### src/rtl/uart_message_link.sv
// Full-duplex UART message link: serialises a MSG_BYTES-wide message as back-to-back
// frames on TX and reassembles MSG_BYTES received frames into Message_out.
module uart_message_link #(
    parameter int unsigned MSG_BYTES    = 8,
    parameter int unsigned CLKS_PER_BIT = 16,
    parameter int unsigned PARITY_EN    = 0,
    parameter int unsigned PARITY_ODD   = 0,
    parameter int unsigned TIMEOUT_BITS = 20
) (
    input  logic                   clk_Device,
    input  logic                   Reset_Device,
    input  logic                   load_message,
    input  logic [8*MSG_BYTES-1:0] Message_in,
    input  logic                   RX,
    output logic                   TX,
    output logic                   tx_busy,
    output logic [8*MSG_BYTES-1:0] Message_out,
    output logic                   message_valid,
    output logic                   frame_error,
    output logic                   parity_error
);

    localparam int unsigned W         = 8 * MSG_BYTES;
    localparam int unsigned CW        = $clog2(CLKS_PER_BIT);
    localparam int unsigned BW        = (MSG_BYTES > 1) ? $clog2(MSG_BYTES) : 1;
    localparam int unsigned TO_CYCLES = TIMEOUT_BITS * CLKS_PER_BIT;
    localparam int unsigned TW        = $clog2(TO_CYCLES + 1);

    localparam logic [CW-1:0] BIT_LAST  = CW'(CLKS_PER_BIT - 1);
    localparam logic [CW-1:0] HALF_LAST = CW'(CLKS_PER_BIT / 2 - 1);
    localparam logic [BW-1:0] BYTE_LAST = BW'(MSG_BYTES - 1);
    localparam logic [TW-1:0] TO_LAST   = TW'(TO_CYCLES - 1);
    localparam logic          PAR_EN    = (PARITY_EN != 0);
    localparam logic          PAR_ODD   = (PARITY_ODD != 0);

    // ---------------------------------------------------------------- TX
    typedef enum logic [2:0] {T_IDLE, T_START, T_DATA, T_PARITY, T_STOP} tx_state_t;

    tx_state_t       tx_state_q, tx_state_d;
    logic [CW-1:0]   tx_cnt_q, tx_cnt_d;
    logic [2:0]      tx_bit_q, tx_bit_d;
    logic [BW-1:0]   tx_byte_q, tx_byte_d;
    logic [W-1:0]    tx_msg_q, tx_msg_d;
    logic            tx_q, tx_d;
    logic            tx_bit_end;

    assign tx_bit_end = (tx_cnt_q == BIT_LAST);

    always_ff @(posedge clk_Device) begin
        if (Reset_Device) begin
            tx_state_q <= T_IDLE;
            tx_cnt_q   <= '0;
            tx_bit_q   <= '0;
            tx_byte_q  <= '0;
            tx_msg_q   <= '0;
            tx_q       <= 1'b1;
        end else begin
            tx_state_q <= tx_state_d;
            tx_cnt_q   <= tx_cnt_d;
            tx_bit_q   <= tx_bit_d;
            tx_byte_q  <= tx_byte_d;
            tx_msg_q   <= tx_msg_d;
            tx_q       <= tx_d;
        end
    end

    // The line value is registered one state ahead so each bit lasts exactly
    // CLKS_PER_BIT cycles; the current byte always sits in tx_msg_q[7:0].
    always_comb begin
        tx_state_d = tx_state_q;
        tx_cnt_d   = tx_cnt_q;
        tx_bit_d   = tx_bit_q;
        tx_byte_d  = tx_byte_q;
        tx_msg_d   = tx_msg_q;
        tx_d       = tx_q;
        if (tx_state_q != T_IDLE) begin
            tx_cnt_d = tx_bit_end ? '0 : tx_cnt_q + 1'b1;
        end
        case (tx_state_q)
            T_IDLE: begin
                tx_d = 1'b1;
                if (load_message) begin
                    tx_msg_d   = Message_in;
                    tx_byte_d  = '0;
                    tx_cnt_d   = '0;
                    tx_state_d = T_START;
                    tx_d       = 1'b0;
                end
            end
            T_START: begin
                if (tx_bit_end) begin
                    tx_bit_d   = '0;
                    tx_state_d = T_DATA;
                    tx_d       = tx_msg_q[0];
                end
            end
            T_DATA: begin
                if (tx_bit_end) begin
                    if (tx_bit_q == 3'd7) begin
                        if (PAR_EN) begin
                            tx_state_d = T_PARITY;
                            tx_d       = (^tx_msg_q[7:0]) ^ PAR_ODD;
                        end else begin
                            tx_state_d = T_STOP;
                            tx_d       = 1'b1;
                        end
                    end else begin
                        tx_bit_d = tx_bit_q + 3'd1;
                        tx_d     = tx_msg_q[tx_bit_q + 3'd1];
                    end
                end
            end
            T_PARITY: begin
                if (tx_bit_end) begin
                    tx_state_d = T_STOP;
                    tx_d       = 1'b1;
                end
            end
            T_STOP: begin
                if (tx_bit_end) begin
                    if (tx_byte_q == BYTE_LAST) begin
                        tx_state_d = T_IDLE;
                        tx_d       = 1'b1;
                    end else begin
                        tx_byte_d  = tx_byte_q + 1'b1;
                        tx_msg_d   = tx_msg_q >> 8;
                        tx_state_d = T_START;
                        tx_d       = 1'b0;
                    end
                end
            end
            default: tx_state_d = T_IDLE;
        endcase
    end

    assign TX      = tx_q;
    assign tx_busy = (tx_state_q != T_IDLE);

    // ---------------------------------------------------------------- RX
    typedef enum logic [2:0] {R_IDLE, R_START, R_DATA, R_PARITY, R_STOP, R_WAIT} rx_state_t;

    rx_state_t       rx_state_q, rx_state_d;
    logic            rx_s1_q, rx_s2_q, rx_s3_q;
    logic [CW-1:0]   rx_cnt_q, rx_cnt_d;
    logic [2:0]      rx_bit_q, rx_bit_d;
    logic [7:0]      rx_shift_q, rx_shift_d;
    logic            rx_par_bad_q, rx_par_bad_d;
    logic [BW-1:0]   rx_idx_q, rx_idx_d;
    logic [W-1:0]    rx_buf_q, rx_buf_d;
    logic [TW-1:0]   rx_to_q, rx_to_d;
    logic [W-1:0]    msg_out_q, msg_out_d;
    logic            valid_q, valid_d;
    logic            ferr_q, ferr_d;
    logic            perr_q, perr_d;
    logic            rx_bit_end;

    assign rx_bit_end = (rx_cnt_q == BIT_LAST);

    always_ff @(posedge clk_Device) begin
        if (Reset_Device) begin
            rx_s1_q      <= 1'b1;
            rx_s2_q      <= 1'b1;
            rx_s3_q      <= 1'b1;
            rx_state_q   <= R_IDLE;
            rx_cnt_q     <= '0;
            rx_bit_q     <= '0;
            rx_shift_q   <= '0;
            rx_par_bad_q <= 1'b0;
            rx_idx_q     <= '0;
            rx_buf_q     <= '0;
            rx_to_q      <= '0;
            msg_out_q    <= '0;
            valid_q      <= 1'b0;
            ferr_q       <= 1'b0;
            perr_q       <= 1'b0;
        end else begin
            rx_s1_q      <= RX;
            rx_s2_q      <= rx_s1_q;
            rx_s3_q      <= rx_s2_q;
            rx_state_q   <= rx_state_d;
            rx_cnt_q     <= rx_cnt_d;
            rx_bit_q     <= rx_bit_d;
            rx_shift_q   <= rx_shift_d;
            rx_par_bad_q <= rx_par_bad_d;
            rx_idx_q     <= rx_idx_d;
            rx_buf_q     <= rx_buf_d;
            rx_to_q      <= rx_to_d;
            msg_out_q    <= msg_out_d;
            valid_q      <= valid_d;
            ferr_q       <= ferr_d;
            perr_q       <= perr_d;
        end
    end

    always_comb begin
        rx_state_d   = rx_state_q;
        rx_cnt_d     = rx_cnt_q;
        rx_bit_d     = rx_bit_q;
        rx_shift_d   = rx_shift_q;
        rx_par_bad_d = rx_par_bad_q;
        rx_idx_d     = rx_idx_q;
        rx_buf_d     = rx_buf_q;
        rx_to_d      = '0;
        msg_out_d    = msg_out_q;
        valid_d      = 1'b0;
        ferr_d       = 1'b0;
        perr_d       = 1'b0;
        case (rx_state_q)
            R_IDLE: begin
                if (rx_s3_q && !rx_s2_q) begin
                    rx_cnt_d   = '0;
                    rx_state_d = R_START;
                end
            end
            R_START: begin
                if (rx_cnt_q == HALF_LAST) begin
                    rx_cnt_d     = '0;
                    rx_bit_d     = '0;
                    rx_par_bad_d = 1'b0;
                    rx_state_d   = rx_s2_q ? R_IDLE : R_DATA;
                end else begin
                    rx_cnt_d = rx_cnt_q + 1'b1;
                end
            end
            R_DATA: begin
                rx_cnt_d = rx_bit_end ? '0 : rx_cnt_q + 1'b1;
                if (rx_bit_end) begin
                    rx_shift_d = {rx_s2_q, rx_shift_q[7:1]};
                    if (rx_bit_q == 3'd7) begin
                        rx_state_d = PAR_EN ? R_PARITY : R_STOP;
                    end else begin
                        rx_bit_d = rx_bit_q + 3'd1;
                    end
                end
            end
            R_PARITY: begin
                rx_cnt_d = rx_bit_end ? '0 : rx_cnt_q + 1'b1;
                if (rx_bit_end) begin
                    rx_par_bad_d = ((^rx_shift_q) ^ rx_s2_q) != PAR_ODD;
                    rx_state_d   = R_STOP;
                end
            end
            R_STOP: begin
                rx_cnt_d = rx_bit_end ? '0 : rx_cnt_q + 1'b1;
                if (rx_bit_end) begin
                    // A parity fault takes precedence so only one error pulse is raised.
                    if (rx_par_bad_q) begin
                        perr_d   = 1'b1;
                        rx_idx_d = '0;
                    end else if (!rx_s2_q) begin
                        ferr_d   = 1'b1;
                        rx_idx_d = '0;
                    end else begin
                        rx_buf_d[{rx_idx_q, 3'b000} +: 8] = rx_shift_q;
                        if (rx_idx_q == BYTE_LAST) begin
                            rx_idx_d  = '0;
                            msg_out_d = rx_buf_d;
                            valid_d   = 1'b1;
                        end else begin
                            rx_idx_d = rx_idx_q + 1'b1;
                        end
                    end
                    rx_state_d = rx_s2_q ? R_IDLE : R_WAIT;
                end
            end
            R_WAIT: begin
                if (rx_s2_q) begin
                    rx_state_d = R_IDLE;
                end
            end
            default: rx_state_d = R_IDLE;
        endcase
        if (rx_state_q == R_IDLE && rx_idx_q != '0) begin
            if (rx_to_q == TO_LAST) begin
                rx_idx_d = '0;
            end else begin
                rx_to_d = rx_to_q + 1'b1;
            end
        end
    end

    assign Message_out   = msg_out_q;
    assign message_valid = valid_q;
    assign frame_error   = ferr_q;
    assign parity_error  = perr_q;

endmodule

### config.mk
export PLATFORM = sky130hd
export DESIGN_NAME = uart_message_link
export DESIGN_NICKNAME = d
export VERILOG_FILES = /design/src/rtl/uart_message_link.sv
export SDC_FILE = /design/constraint.sdc
export NUM_CORES = 1
export LEC_CHECK = 0
export ABC_AREA = 1
export BUFFER_PORTS_ARGS = -buffer_cell sky130_fd_sc_hd__buf_2
export CORE_MARGIN = 10
export CORE_UTILIZATION = 62
export CTS_CLUSTER_SIZE = 20
export DETAILED_ROUTE_END_ITERATION = 7
export GPL_TIMING_DRIVEN = 1
export PLACE_DENSITY = 0.85
export SYNTH_ARGS = -nofsm -noshare
export SYNTH_HDL_FRONTEND = slang
export SYNTH_SLANG_ARGS = --single-unit
### constraint.sdc
create_clock -name clk_Device -period 4.5 [get_ports clk_Device]
set_input_delay 0.45 -clock clk_Device [delete_from_list [all_inputs] [get_ports clk_Device]]
set_output_delay 0.45 -clock clk_Device [all_outputs]
set_load 0.01 [all_outputs]
### After elaboration in Yosys (flattened, before gate mapping)

Index checks and enable logic that the tools add are counted.

| operators by class | value |
|---|---|
| add/sub/neg operators | 8 |
| $lt $le $gt $ge | 1 |
| eq/ne operators | 33 |
| shifts and indexed selects | 2 |
| mux-type cells | 66 |
| bitwise logic cells | 6 |
| reduce and logical (&&, ||, !) cells | 30 |

Operators by type and width:

| operator | count |
|---|---|
| $mux W64 | 3 |
| $pmux W64 S2 | 1 |
| $mux W3 | 30 |
| $bwmux W64 | 1 |
| $shift A8 B8 Y64 const A | 1 |
| $shiftx A8 B8 Y64 | 1 |
| $ne A2 B2 Y1 const B | 16 |
| $mux W4 | 7 |
| $eq A3 B3 Y1 const B | 7 |
| $pmux W3 S2 | 3 |
| $pmux W3 S6 | 1 |
| $reduce_and A4 Y1 | 4 |
| $pmux W3 S5 | 1 |
| $mux W1 | 14 |
| $add A3 B1 Y3 const B | 4 |
| $eq A3 B2 Y1 const B | 4 |
| $pmux W4 S3 | 1 |
| $reduce_and A5 Y1 | 2 |
| $add A9 B1 Y9 const B | 1 |
| $eq A9 B9 Y1 const B | 1 |
| $reduce_bool A3 Y1 | 3 |
| $reduce_or A3 Y1 | 3 |
| $add A4 B1 Y4 const B | 2 |
| $eq A4 B4 Y1 const B | 2 |
| other kinds (22) | 33 |

| storage, ports and cells | value |
|---|---|
| flip-flop bits (word level) | 243 |
| input port bits | 68 |
| output and inout port bits | 69 |
| logic and storage cells | 167 |

### Longest topological paths before layout

| depth | value |
|---|---|
| depth after elaboration | 8 |
| depth in mapped cells | 12 |
| depth with buffers taken out | 11 |

### Worst setup path before layout

Ideal clock, no wire load.

| timing | value |
|---|---|
| kind | flip-flop to flip-flop |
| from | register rx_idx_q[0] |
| to | register msg_out_q[33] (netlist: Message_out[33]) |
| setup time | 0.064 ns |
| arrival time | 1.957 ns |
| required time | 4.436 ns |
| path slack | 2.479 ns |
| cell stages (with the launch flop) | 11 |
| path buffers | 1 |
| period minus slack after synthesis | 2.021 ns |
| path through | dfxtp_1 -> inv_2 -> ha_1 -> ha_1 -> inv_1 -> nor2_1 -> nand3_2 -> buf_2 -> o21ai_0 -> nor2_1 -> nor2_1 |

| on the way | value |
|---|---|
| longest elaborated chain between the ends | 3 |
| elaborated cells between the ends (all ways) | 6 |
| those cells by class | add/sub: 1; eq/ne: 1; shift: 2; mux: 1; reduce/logical: 1 |

Ends and longest elaborated chain:

| item | RTL line | RTL |
|---|---|---|
| start: declaration | 148 | `logic [BW-1:0] rx_idx_q, rx_idx_d;` |
| start signal: assignment | 185 | `rx_idx_q <= rx_idx_d;` |
| $neg A6 Y8 | 254 | `rx_buf_d[{rx_idx_q, 3'b000} +: 8] = rx_shift_q;` |
| $shiftx A8 B8 Y64 or $shift A8 B8 Y64 (tied branches) | 254 |  |
| $bwmux W64 | 254 |  |
| end signal: assignment | 188 | `msg_out_q <= msg_out_d;` |
| end: declaration | 151 | `logic [W-1:0] msg_out_q, msg_out_d;` |

Parallel ways exist; a longest one is shown, timed or not.
A chain may end at the register's enable or synchronous reset.

### Final worst setup path

| timing | value |
|---|---|
| from | register rx_cnt_q[0] |
| to | register rx_buf_q[30] |

| on the way | value |
|---|---|
| longest elaborated chain between the ends | 2 |

Ends and longest elaborated chain:

| item | RTL line | RTL |
|---|---|---|
| start: declaration | 144 | `logic [CW-1:0] rx_cnt_q, rx_cnt_d;` |
| start signal: assignment | 181 | `rx_cnt_q <= rx_cnt_d;` |
| $eq A4 B4 Y1 | 157 | `assign rx_bit_end = (rx_cnt_q == BIT_LAST);` |
| $reduce_and A4 Y1 (no source line) | -- |  |
| end signal: assignment | 186 | `rx_buf_q <= rx_buf_d;` |
| end: declaration | 149 | `logic [W-1:0] rx_buf_q, rx_buf_d;` |

No other way between the ends.

==> impl_summary.log <==
INFO  metric status = complete, no violations
INFO  metric grt_start_max_net_pins = 123
INFO  metric ys_warn_count = 0
INFO  metric finalWorstPathRequiredPeriod = 2.98 ns
INFO  metric worst_setup_slack_for_register_to_register_paths = 1.52 ns
INFO  metric gpl.final_weighted_congestion = 0.930
INFO  metric hold_class = in2reg
INFO  metric ir_worst_vdd = 0.000375 V
INFO  metric placement_rows = 48
INFO  metric routed_wire_length_per_instance = 14.9 um
INFO  metric wl = 27300 um
INFO  metric netlist-cell-type-count = 36
INFO  metric synth.cell_area = 10700 um2
INFO  metric clk_root_buffer_cell = sky130_fd_sc_hd__clkbuf_16
INFO  metric die_wd = 152 um
INFO  metric clkLatencyLatePin = 0.52 ns
INFO  metric floorplan.initialDensity = 62.7%
INFO  metric timing.final.max_slew_violations = 0
INFO  metric diodes = 0
INFO  metric floorplan.die.height = 152 um
INFO  metric drt.antenna.violating_nets = 0
INFO  metric postSynthRegisterBits = 243
INFO  metric kind_of_start_point_of_the_critical_path = flip-flop
INFO  metric area.growth.synth_to_final = 14.1%
INFO  metric drt_iter0_drc = 1057
INFO  metric syn-instance-count = 1513
INFO  metric dominant_combinational_cell_family_by_area_after_synthesis = compound AO/OA/AOI/OAI gates
INFO  metric mappedNetlistNets = 1597
INFO  metric core-area = 17100 um2
INFO  metric tightestPinTransition = 0.954 ns
INFO  metric grt_setup_unrepaired = false
INFO  metric drv.max_cap_violation_count = 0
INFO  metric grt_pass1_vias = 9444
INFO  metric mean_instance_size_in_the_synthesized_netlist = 7.09 um2
INFO  metric total_leakage_power = 5.47 nW
INFO  metric clock-sinks = 243
INFO  metric cell_type_of_the_slowest_stage_on_the_worst_timing_path = sky130_fd_sc_hd__inv_2
INFO  metric final_net_count = 1678
INFO  metric fp.dieArea = 23000 um2
INFO  metric synth_top_flop_cell = sky130_fd_sc_hd__dfxtp_1
INFO  metric fin_setup_tns = 0 ns
INFO  metric synth_edf_count = 0
INFO  metric length_of_routed_met3_wiring = 1680 um
INFO  metric endpoints_failing_hold = 0
INFO  metric critical_path.cell_chain = ha_1 > nand2_1 > inv_2 > nand2_2 > nor2_4 > nand2_2 > inv_2 > buf_4 > o21ai_0 > a21oi_1
INFO  metric post_cts_sizing = 0
INFO  metric remaining_drc_errors = 0
INFO  metric cp_data_required_time = 4.94 ns
INFO  metric cp_data_arrival_time = 3.42 ns
INFO  metric synth_simple_gate_area_share = 20.3%
INFO  metric cts.repair_timing.setup_buffer_count = 0
INFO  metric topRoutingLayerUsed = met4
INFO  metric clk_path_buf_depth = 3
INFO  metric drive_above_1_share = 13.3%
INFO  metric drt-pass1-iter-count = 6
INFO  metric max_slew_margin = 36.4%
INFO  metric met2_wirelength = 13200 um
INFO  metric synth_mux_area_share = 0%
INFO  metric cts_max_level = 1
INFO  metric grtUsageTotal = 23.1%
INFO  metric grt_pass1_wl = 44700 um
INFO  metric finClkSkew = 0.0147 ns
INFO  metric achievable-frequency = 336 MHz
INFO  metric grt_antenna_before_repair = 0
INFO  metric worst_setup_hold_path_clk_slew = 0.06 ns
INFO  metric setup-violations-final = 0
INFO  metric cts_hold_buf = 0
INFO  metric worst_setup_ep_type = flip-flop
INFO  metric wl_met1 = 11800 um
INFO  metric synth-compound-area-share = 22.9%
INFO  metric tritoncts = built
INFO  metric port_buffers = 136
INFO  metric setup.worst_path.class = reg2reg
INFO  metric place.detailed.hpwl = 18200 um
INFO  metric power.density = 523 nW/um2
INFO  metric drt-vias-per-instance = 5.45
INFO  metric synthXorXnorAreaFrac = 0.653%
INFO  metric dr_total_vias = 10000
INFO  metric cts-buffers-inserted = 25
INFO  metric num_io_pins = 137
INFO  metric synth-seq-area-share = 45.4%
INFO  metric cp_max_fo = 45
INFO  metric asyncSetResetFlopFracSynth = 0%
INFO  metric timing.critical_path.slowest_cell_delay = 0.72 ns
INFO  metric post-route-period-util = 66.2%
INFO  metric grt_overflow = 0
INFO  metric yosys.area_share.adder = 1.87%
INFO  metric fin_hold_ws = 0.128 ns
## state kept, by name, summed over array words and instances, names as in the netlist, 3 cells and up
register and count:
rx_bit_q 3, tx_byte_q 3, tx_bit_q 3, rx_cnt_q 4
rx_buf_q 64, rx_shift_q 8, rx_state_q 3, Message_out 64
tx_msg_q 64, rx_to_q 9, tx_cnt_q 4, rx_idx_q 3
tx_state_q 3
## cells in the final DEF, fill, tap and decap left out, drive strengths merged
cell type    n
bufinv       5
dfxtp      243
a21oi      189
inv        149
clkinvlp     5
o2111ai      1
nand3       54
or2          2
a22oi        1
ha          16
a211oi       1
o21ai      295
nand2      250
o21bai       1
buf        144
clkbuf      27
nor4         1
clkinv       6
nand3b       2
xnor2        1
nor2       180
nand4        5
nor3        26
o21a         1
xor2         7
## where the power goes
part / internal [mW] / switching [mW]
clock: 1.33 / 0.881
sequential: 2.48 / 0.135
combinational: 0.488 / 1.08
## path summary, 6_finish.rpt
path               start            to  depth (start not counted)
max          rx_cnt_q[0]  rx_buf_q[30]                         10
min                   RX       rx_s1_q                          2
max reg2reg  rx_cnt_q[0]  rx_buf_q[30]                         10
min reg2reg      rx_s1_q       rx_s2_q                          1
## layer usage
| metal | global-route usage (%) | vias up |
|---|---|---|
| met1 | 29.6 | 4492 |
| li1 | - | 5129 |
| met4 | 7.10 | 0 |
| met2 | 39.1 | 323 |
| met5 | 0 | - |
| met3 | 3.65 | 71 |
## cells in the mapped netlist (2+ instances only)
master	count	area, um2
sky130_fd_sc_hd__a21oi_1	189	946
sky130_fd_sc_hd__buf_2	42	210
sky130_fd_sc_hd__clkbuf_1	44	165
sky130_fd_sc_hd__clkbuf_2	2	10.0
sky130_fd_sc_hd__dfxtp_1	243	4860
sky130_fd_sc_hd__ha_1	16	200
sky130_fd_sc_hd__inv_1	140	526
sky130_fd_sc_hd__inv_2	6	22.5
sky130_fd_sc_hd__nand2_1	244	916
sky130_fd_sc_hd__nand2_2	6	37.5
sky130_fd_sc_hd__nand3_1	52	260
sky130_fd_sc_hd__nand4_1	4	25.0
sky130_fd_sc_hd__nor2_1	173	649
sky130_fd_sc_hd__nor2_2	4	25.0
sky130_fd_sc_hd__nor2_4	2	22.5
sky130_fd_sc_hd__nor3_1	26	130
sky130_fd_sc_hd__o21ai_0	281	1410
sky130_fd_sc_hd__o21ai_1	14	70.1
sky130_fd_sc_hd__or2_2	2	12.5
sky130_fd_sc_hd__xor2_1	7	61.3
## worst max-delay path, delay by kind of cell (launching register included)
kind | cells | cell delay (ns)
AOI/OAI and AO/OA | 2 | 0.33
buffers and inverters | 3 | 1.21
and+or+nand+nor | 4 | 0.81
adders and majority gates | 1 | 0.18
DFF | 1 | 0.35
## cells by family after synthesis
kind of cell,Yosys count
simple gates,520
compound gates,489
flops,243
buf+inv,237
fa+ha+maj,16
xor+xnor,8
## per-stage QoR
step	setup WS, ns	util, %	cells	area, um2	power (mW)
2_1_floorplan	2.48	-	1513	10700	3.92
5_1_grt	1.23	71.5	1837	12200	6.80
3_3_place_gp	1.77	66.3	1792	11300	4.13
6_report	1.52	71.5	1837	12200	6.40
4_1_cts	1.58	71.5	1837	12200	6.41
3_5_place_dp	1.64	66.3	1792	11300	4.20
## cell type report
cell class | count | area [um2]
timing repair buffer | 144 | 741
clock buffer | 27 | 643
fill | 1357 | 4880
inverter | 147 | 554
multi-input combinational | 1033 | 4910
clock inverter | 18 | 243
sequential | 243 | 4860
tap | 225 | 282
(Power assumes the default switching activity.)
